### src/rtl/split_access_ctrl_pkg.sv
// Shared encodings for the split-access controller: FSM state codes and completion fault codes.
package split_access_ctrl_pkg;

    typedef logic [1:0] state_t;
    typedef logic [1:0] fault_t;

    localparam state_t ST_IDLE  = 2'd0;
    localparam state_t ST_ISSUE = 2'd1;
    localparam state_t ST_WAIT  = 2'd2;
    localparam state_t ST_RESP  = 2'd3;

    localparam fault_t FLT_OK   = 2'd0;
    localparam fault_t FLT_TLB  = 2'd1;
    localparam fault_t FLT_PROT = 2'd2;
    localparam fault_t FLT_TO   = 2'd3;

    // Protection outranks a TLB miss when both are flagged on the same request.
    function automatic fault_t classify_fault(input logic tlb_miss, input logic prot_exc);
        if (prot_exc) return FLT_PROT;
        if (tlb_miss) return FLT_TLB;
        return FLT_OK;
    endfunction

endpackage

### src/rtl/split_access_ctrl_if.sv
// Pipeline request/completion handshake plus the even/odd bank request channels.
interface split_access_ctrl_if;
    import split_access_ctrl_pkg::*;

    logic   in_valid;
    logic   in_ready;
    logic   in_needP1;
    logic   in_bank0;
    logic   in_w;
    logic   in_sw;
    logic   in_tlb_miss;
    logic   in_prot_exc;
    logic   even_req;
    logic   odd_req;
    logic   even_ack;
    logic   odd_ack;
    logic   even_done;
    logic   odd_done;
    logic   req_w;
    logic   req_sw;
    logic   out_valid;
    logic   out_ready;
    fault_t out_fault;
    logic   busy;

    modport slave (
        input  in_valid, in_needP1, in_bank0, in_w, in_sw, in_tlb_miss, in_prot_exc,
        input  even_ack, odd_ack, even_done, odd_done, out_ready,
        output in_ready, even_req, odd_req, req_w, req_sw, out_valid, out_fault, busy
    );

    modport master (
        output in_valid, in_needP1, in_bank0, in_w, in_sw, in_tlb_miss, in_prot_exc,
        output even_ack, odd_ack, even_done, odd_done, out_ready,
        input  in_ready, even_req, odd_req, req_w, req_sw, out_valid, out_fault, busy
    );

endinterface

### src/rtl/split_access_ctrl_bank_track.sv
// Per-bank half tracker: holds the request until ack, then records the matching done pulse.
module bank_track (
    input  logic clk,
    input  logic rst,
    input  logic start,
    input  logic need,
    input  logic ack,
    input  logic done,
    input  logic clear,
    output logic req,
    output logic acked,
    output logic finished
);

    logic need_q, need_d;
    logic acked_q, acked_d;
    logic finished_q, finished_d;
    logic acked_now;
    logic done_hit;

    assign req       = need_q & ~acked_q;
    assign acked_now = acked_q | (req & ack);
    // A done counts only once this half has been accepted, possibly by an ack in the same cycle.
    assign done_hit  = need_q & acked_now & done;

    // An unneeded half reports itself acked and finished so the FSM can AND both banks.
    assign acked     = ~need_q | acked_now;
    assign finished  = ~need_q | finished_q | done_hit;

    always_comb begin
        // NOTE: every variable gets a default first so no path leaves it unassigned (no latch).
        need_d     = need_q;
        acked_d    = acked_q;
        finished_d = finished_q;
        if (clear) begin
            need_d     = 1'b0;
            acked_d    = 1'b0;
            finished_d = 1'b0;
        end else if (start) begin
            need_d     = need;
            acked_d    = 1'b0;
            finished_d = 1'b0;
        end else begin
            acked_d    = acked_now;
            finished_d = finished_q | done_hit;
        end
    end

    // NOTE: state flops use non-blocking assignments so all registers update together at the edge.
    always_ff @(posedge clk or posedge rst) begin
        if (rst) begin
            need_q     <= 1'b0;
            acked_q    <= 1'b0;
            finished_q <= 1'b0;
        end else begin
            need_q     <= need_d;
            acked_q    <= acked_d;
            finished_q <= finished_d;
        end
    end

endmodule

### src/rtl/split_access_ctrl.sv
// Sequences one aligned or line-split cache access across the even/odd banks and returns one completion.
module split_access_ctrl
    import split_access_ctrl_pkg::*;
#(
    parameter int TO_W   = 8,
    parameter int TO_MAX = 255
) (
    input  logic                 clk,
    input  logic                 rst,
    split_access_ctrl_if.slave   bus
);

    localparam logic [TO_W-1:0] TO_LIMIT = TO_W'(TO_MAX);
    localparam bit              TO_EN    = (TO_MAX != 0);

    state_t            state_q, state_d;
    fault_t            fault_q, fault_d;
    logic              w_q, w_d;
    logic              sw_q, sw_d;
    logic [TO_W-1:0]   cnt_q, cnt_d;

    logic              start;
    logic              clear;
    logic              need_even;
    logic              need_odd;
    logic              even_acked, odd_acked;
    logic              even_finished, odd_finished;
    logic              all_acked;
    logic              all_finished;

    assign need_even    = ~bus.in_bank0 | bus.in_needP1;
    assign need_odd     =  bus.in_bank0 | bus.in_needP1;
    assign all_acked    = even_acked & odd_acked;
    assign all_finished = even_finished & odd_finished;

    bank_track u_even (
        .clk      (clk),
        .rst      (rst),
        .start    (start),
        .need     (need_even),
        .ack      (bus.even_ack),
        .done     (bus.even_done),
        .clear    (clear),
        .req      (bus.even_req),
        .acked    (even_acked),
        .finished (even_finished)
    );

    bank_track u_odd (
        .clk      (clk),
        .rst      (rst),
        .start    (start),
        .need     (need_odd),
        .ack      (bus.odd_ack),
        .done     (bus.odd_done),
        .clear    (clear),
        .req      (bus.odd_req),
        .acked    (odd_acked),
        .finished (odd_finished)
    );

    always_comb begin
        state_d = state_q;
        fault_d = fault_q;
        w_d     = w_q;
        sw_d    = sw_q;
        cnt_d   = '0;
        start   = 1'b0;
        clear   = 1'b0;
        case (state_q)
            ST_IDLE: begin
                if (bus.in_valid) begin
                    w_d     = bus.in_w;
                    sw_d    = bus.in_sw;
                    fault_d = classify_fault(bus.in_tlb_miss, bus.in_prot_exc);
                    if (fault_d == FLT_OK) begin
                        start   = 1'b1;
                        state_d = ST_ISSUE;
                    end else begin
                        state_d = ST_RESP;
                    end
                end
            end
            ST_ISSUE: begin
                if (all_finished) begin
                    clear   = 1'b1;
                    state_d = ST_RESP;
                end else if (all_acked) begin
                    state_d = ST_WAIT;
                end
            end
            ST_WAIT: begin
                cnt_d = cnt_q + TO_W'(1);
                // Clearing the trackers on timeout makes any late done from an abandoned half harmless.
                if (all_finished) begin
                    clear   = 1'b1;
                    state_d = ST_RESP;
                end else if (TO_EN && (cnt_q == TO_LIMIT)) begin
                    clear   = 1'b1;
                    fault_d = FLT_TO;
                    state_d = ST_RESP;
                end
            end
            ST_RESP: begin
                if (bus.out_ready) begin
                    state_d = ST_IDLE;
                end
            end
            default: state_d = ST_IDLE;
        endcase
    end

    always_ff @(posedge clk or posedge rst) begin
        if (rst) begin
            state_q <= ST_IDLE;
            fault_q <= FLT_OK;
            w_q     <= 1'b0;
            sw_q    <= 1'b0;
            cnt_q   <= '0;
        end else begin
            state_q <= state_d;
            fault_q <= fault_d;
            w_q     <= w_d;
            sw_q    <= sw_d;
            cnt_q   <= cnt_d;
        end
    end

    // Handshake outputs are pure decodes of registered state.
    assign bus.in_ready  = (state_q == ST_IDLE);
    assign bus.out_valid = (state_q == ST_RESP);
    assign bus.busy      = (state_q != ST_IDLE);
    assign bus.out_fault = fault_q;
    assign bus.req_w     = w_q;
    assign bus.req_sw    = sw_q;

endmodule

### src/flat_wrapper.sv
// flat-port wrapper written by rule: the top's interface ports become plain ports
module split_access_ctrl_flat import split_access_ctrl_pkg::*;
#(
    parameter int TO_W   = 8,
    parameter int TO_MAX = 255
)
  (clk, rst, bus_in_valid, bus_in_needP1, bus_in_bank0, bus_in_w, bus_in_sw, bus_in_tlb_miss, bus_in_prot_exc, bus_even_ack, bus_odd_ack, bus_even_done, bus_odd_done, bus_out_ready, bus_in_ready, bus_even_req, bus_odd_req, bus_req_w, bus_req_sw, bus_out_valid, bus_out_fault, bus_busy);
  split_access_ctrl_if bus_i ();
  input  logic clk;
  input  logic rst;
  input wire logic [$bits(bus_i.in_valid)-1:0] bus_in_valid;
  input wire logic [$bits(bus_i.in_needP1)-1:0] bus_in_needP1;
  input wire logic [$bits(bus_i.in_bank0)-1:0] bus_in_bank0;
  input wire logic [$bits(bus_i.in_w)-1:0] bus_in_w;
  input wire logic [$bits(bus_i.in_sw)-1:0] bus_in_sw;
  input wire logic [$bits(bus_i.in_tlb_miss)-1:0] bus_in_tlb_miss;
  input wire logic [$bits(bus_i.in_prot_exc)-1:0] bus_in_prot_exc;
  input wire logic [$bits(bus_i.even_ack)-1:0] bus_even_ack;
  input wire logic [$bits(bus_i.odd_ack)-1:0] bus_odd_ack;
  input wire logic [$bits(bus_i.even_done)-1:0] bus_even_done;
  input wire logic [$bits(bus_i.odd_done)-1:0] bus_odd_done;
  input wire logic [$bits(bus_i.out_ready)-1:0] bus_out_ready;
  output wire logic [$bits(bus_i.in_ready)-1:0] bus_in_ready;
  output wire logic [$bits(bus_i.even_req)-1:0] bus_even_req;
  output wire logic [$bits(bus_i.odd_req)-1:0] bus_odd_req;
  output wire logic [$bits(bus_i.req_w)-1:0] bus_req_w;
  output wire logic [$bits(bus_i.req_sw)-1:0] bus_req_sw;
  output wire logic [$bits(bus_i.out_valid)-1:0] bus_out_valid;
  output wire logic [$bits(bus_i.out_fault)-1:0] bus_out_fault;
  output wire logic [$bits(bus_i.busy)-1:0] bus_busy;
  assign bus_i.in_valid = bus_in_valid;
  assign bus_i.in_needP1 = bus_in_needP1;
  assign bus_i.in_bank0 = bus_in_bank0;
  assign bus_i.in_w = bus_in_w;
  assign bus_i.in_sw = bus_in_sw;
  assign bus_i.in_tlb_miss = bus_in_tlb_miss;
  assign bus_i.in_prot_exc = bus_in_prot_exc;
  assign bus_i.even_ack = bus_even_ack;
  assign bus_i.odd_ack = bus_odd_ack;
  assign bus_i.even_done = bus_even_done;
  assign bus_i.odd_done = bus_odd_done;
  assign bus_i.out_ready = bus_out_ready;
  assign bus_in_ready = bus_i.in_ready;
  assign bus_even_req = bus_i.even_req;
  assign bus_odd_req = bus_i.odd_req;
  assign bus_req_w = bus_i.req_w;
  assign bus_req_sw = bus_i.req_sw;
  assign bus_out_valid = bus_i.out_valid;
  assign bus_out_fault = bus_i.out_fault;
  assign bus_busy = bus_i.busy;
  split_access_ctrl #(.TO_W(TO_W), .TO_MAX(TO_MAX)) u_core (.clk(clk), .rst(rst), .bus(bus_i));
endmodule
### config.mk
export PLATFORM = sky130hd
export DESIGN_NAME = split_access_ctrl_flat
export DESIGN_NICKNAME = d
export VERILOG_FILES = /design/src/rtl/split_access_ctrl_pkg.sv /design/src/rtl/split_access_ctrl_if.sv /design/src/rtl/split_access_ctrl_bank_track.sv /design/src/rtl/split_access_ctrl.sv /design/src/flat_wrapper.sv
export SDC_FILE = /design/constraint.sdc
export NUM_CORES = 1
export LEC_CHECK = 0
export CORE_MARGIN = 2
export CORE_UTILIZATION = 30
export CTS_CLUSTER_SIZE = 30
export DETAILED_ROUTE_END_ITERATION = 10
export GPL_TIMING_DRIVEN = 0
export PLACE_DENSITY = 0.49
export RECOVER_POWER = 50
export SYNTH_ARGS = -nofsm -noshare
export SYNTH_HDL_FRONTEND = slang
export SYNTH_SLANG_ARGS = --single-unit
### constraint.sdc
create_clock -name clk -period 2.3 [get_ports clk]
set_clock_uncertainty 0.15 [all_clocks]
set_input_delay 0.575 -clock clk [delete_from_list [all_inputs] [get_ports clk]]
set_output_delay 0.575 -clock clk [all_outputs]
set_load 0.005 [all_outputs]
==> results.json, run 1 <==
{
  "grt_overflow": 0,
  "end_kind": "primary output",
  "worstRegToRegCells": 8,
  "firstDrtPassIters": 4,
  "dp_hpwl_mm": 1.699,
  "fp.dieW_um": 63.37,
  "tritoncts": "done",
  "finalMaxSlewViolations": 0,
  "final_cell_mix": "20 x dfrtp_1, 18 x clkdlybuf4s50_1, 15 x nor2_1",
  "gr-usage-all-layers_pct": 12.44,
  "syn_area_per_cell_sq_um": 9.440,
  "synthAdderAreaFrac_pct": 5.917,
  "slew_headroom_pct": 47.54,
  "cts_max_level": 1,
  "wl_per_cell_um": 12.13,
  "drive_gt1_share_pct": 11.35,
  "yosys_warnings": 0,
  "ios": 23,
  "critical_path_class": "reg2out",
  "fin_cells": 187,
  "ir_worst_vdd_mv": 0.5160,
  "start_util_pct": 31.44,
  "setup_viol": 0,
  "fin_nets": 161,
  "start_kind": "register",
  "finalCritPeriodShare_pct": 96.83,
  "synth_top_family_by_area": "compound AO/OA/AOI/OAI gates",
  "worstSkewPairLatency_ns": 0.30,
  "drv_cap": 0,
  "std_cell_rows": 21,
  "num_antenna_cells": 0,
  "grt_max_degree": 21,
  "clkTransAtPathRegs_ns": 0.12,
  "yosysSeqAreaShare_pct": 47.34,
  "tightest_slew_ns": 0.7860,
  "synth-compound-area-share_pct": 18.34,
  "drt_iter0_drc": 36,
  "hold_viol": 0,
  "clock-sinks": 20,
  "synth_ff_type": "dfrtp_1",
  "cts_buffers": 3,
  "cp_max_fo": 5,
  "synth_cell_types": 31,
  "cellLeakagePower_uw": 0.0006189,
  "cp.arrival_ns": 1.50,
  "syn-cell-area_sq_mm": 0.001057,
  "antenna_left": 0,
  "core_region_area_sq_mm": 0.003363,
  "cts_hold_buf": 0,
  "period_needed_ns": 2.227,
  "areaGrowthSynthToFinish_pct": 32.78,
  "final_util_pct": 41.74,
  "outcome": "complete, no violations",
  "rsz0062_at_grt": "no",
  "hold_class": "reg2reg",
  "detail_route.vias_per_cell": 4.647,
  "die-area_sq_mm": 0.004015,
  "fin_hold_ws_ns": 0.3196,
  "synth_xor_area_share_pct": 3.314,
  "die_h_um": 63.37,
  "seq_area_sq_um": 500.5,
  "ys_ff_latch": 20,
  "dp_cells": 180,
  "grt_pass1_vias": 890,
  "total_power_uw": 1475,
  "synthArstFlopShare_pct": 100.0,
  "power_density_mw_per_mm2": 1051,
  "worstPathRequired_ns": 1.57,
  "final_common_cell": "dfrtp_1",
  "cts_buffer_depth": 2,
  "synthSimpleGateAreaFrac_pct": 18.11,
  "route.detailed.drc": 0,
  "place_congestion": 0.7129,
  "multi_input_area_sq_um": 528.0,
  "syn_nets": 131,
  "synth.area.mux_share_pct": 3.077,
  "routed_wl_mm": 2.269,
  "port-buffer-count": 22,
  "nFillCells": 376,
  "antenna_found_initial": 0,
  "fmax_mhz": 449.0,
  "cts.root.buffer_cell": "clkbuf_4",
  "synthCells": 112,
  "synth_enable_flop_cells": 0,
  "hold_depth": 1,
  "grt_first_pass_wirelength_mm": 4.002,
  "dr_total_vias": 869
}
[synth_stat cells, drive strengths merged (2+ instances only)]
library cell | instances | area [sq um]
a2bb2oi | 3 | 26.28
a32oi | 2 | 25.03
nor2 | 16 | 62.56
a21oi | 8 | 40.04
inv | 10 | 37.54
nand2 | 6 | 22.52
ha | 5 | 62.56
mux2 | 2 | 22.52
nand3 | 5 | 25.02
dfrtp | 20 | 500.5
xor2 | 3 | 26.28
or3 | 3 | 18.77
o21ai | 12 | 63.81
nor2b | 4 | 25.02
[worst max-delay path, stage by stage (launching register included)]
cell	delay, ns
dfrtp_1	0.42
buf_4	0.14
buf_4	0.14
ha_1	0.22
dlygate4sd2_1	0.28
[repair_timing]
| action | 4_1_cts | 5_1_grt |
|---|---|---|
| resized for setup | 4 | 3 |
| endpoints found under the hold margin | 0 | 0 |
| buffers inserted | 2 | 1 |
| endpoints found under the setup margin | 2 | 2 |
[registers in the layout, summed over array words and instances (netlist names)]
| signal | flops |
|---|---|
| u_core.u_odd.finished_q | 1 |
| u_core.cnt_q | 8 |
| u_core.u_even.acked_q | 1 |
| u_core.u_even.finished_q | 1 |
| u_core.bus.req_sw | 1 |
| u_core.bus.req_w | 1 |
| u_core.state_q | 2 |
| u_core.u_odd.need_q | 1 |
| u_core.u_odd.acked_q | 1 |
| u_core.bus.out_fault | 2 |
| u_core.u_even.need_q | 1 |
[kinds of logic after synthesis]
kind of cell | count (synthesis)
AO/OA/AOI/OAI | 30
XOR/XNOR | 4
adder cells (fa/ha/maj) | 5
buffers and inverters | 11
flip-flops | 20
multiplexers | 3
AND/OR/NAND/NOR | 39
[power breakdown]
part	switching (uW)	internal [uW]	total, uW
registers	70.8	458	529
logic	364	376	740
clock network	110	96.6	206
[cell type report]
| type | instances | share of cell area (%) |
|---|---|---|
| repair buffers | 25 | 17.11 |
| well taps | 46 | 4.100 |
| clock buffers | 4 | 2.585 |
| inverters | 11 | 2.941 |
| multi-input cells | 81 | 37.61 |
| flip-flops and latches | 20 | 35.65 |
[stage by stage]
stage | TNS (ns) | cell area [sq um] | worst slack [ns]
global placement | -0.4297 | 1335 | -0.1139
CTS | 0 | 1398 | 0.009110
floorplan | 0 | 1057 | 0.5308
global route | 0 | 1404 | 0.01681
finish | 0 | 1404 | 0.07281
detailed placement | -0.5495 | 1335 | -0.1352
[per-layer routing]
metal | wire (um) | global-route usage, %
met1 | 1003 | 16.61
met5 | 0 | 0
met3 | 114 | 4.107
met2 | 1131 | 19.34
met4 | 20 | 3.261
[path summary, 6_finish.rpt]
kind / start / end / slack (ns)
worst max-delay path: u_core.state_q[0]$_DFFE_PP0P_ / bus_out_valid / 0.07
worst min-delay path: u_core.cnt_q[0]$_DFF_PP0_ / u_core.cnt_q[0]$_DFF_PP0_ / 0.32
worst max register to register: u_core.state_q[0]$_DFFE_PP0P_ / u_core.state_q[0]$_DFFE_PP0P_ / 0.16
worst min register to register: u_core.cnt_q[0]$_DFF_PP0_ / u_core.cnt_q[0]$_DFF_PP0_ / 0.32
max in group asynchronous: rst / u_core.state_q[1]$_DFFE_PP0P_ / 0.81
min in group asynchronous: rst / u_core.cnt_q[5]$_DFF_PP0_ / 0.69
Note: power is estimated with default switching activity, not from simulation.
==> run 2, diff against run 1 <==
CTS_CLUSTER_DIAMETER = 30   (was unset)
==> results of run 2 <==
Same layout as run 1: the final DEF is identical, and so are final timing and power.
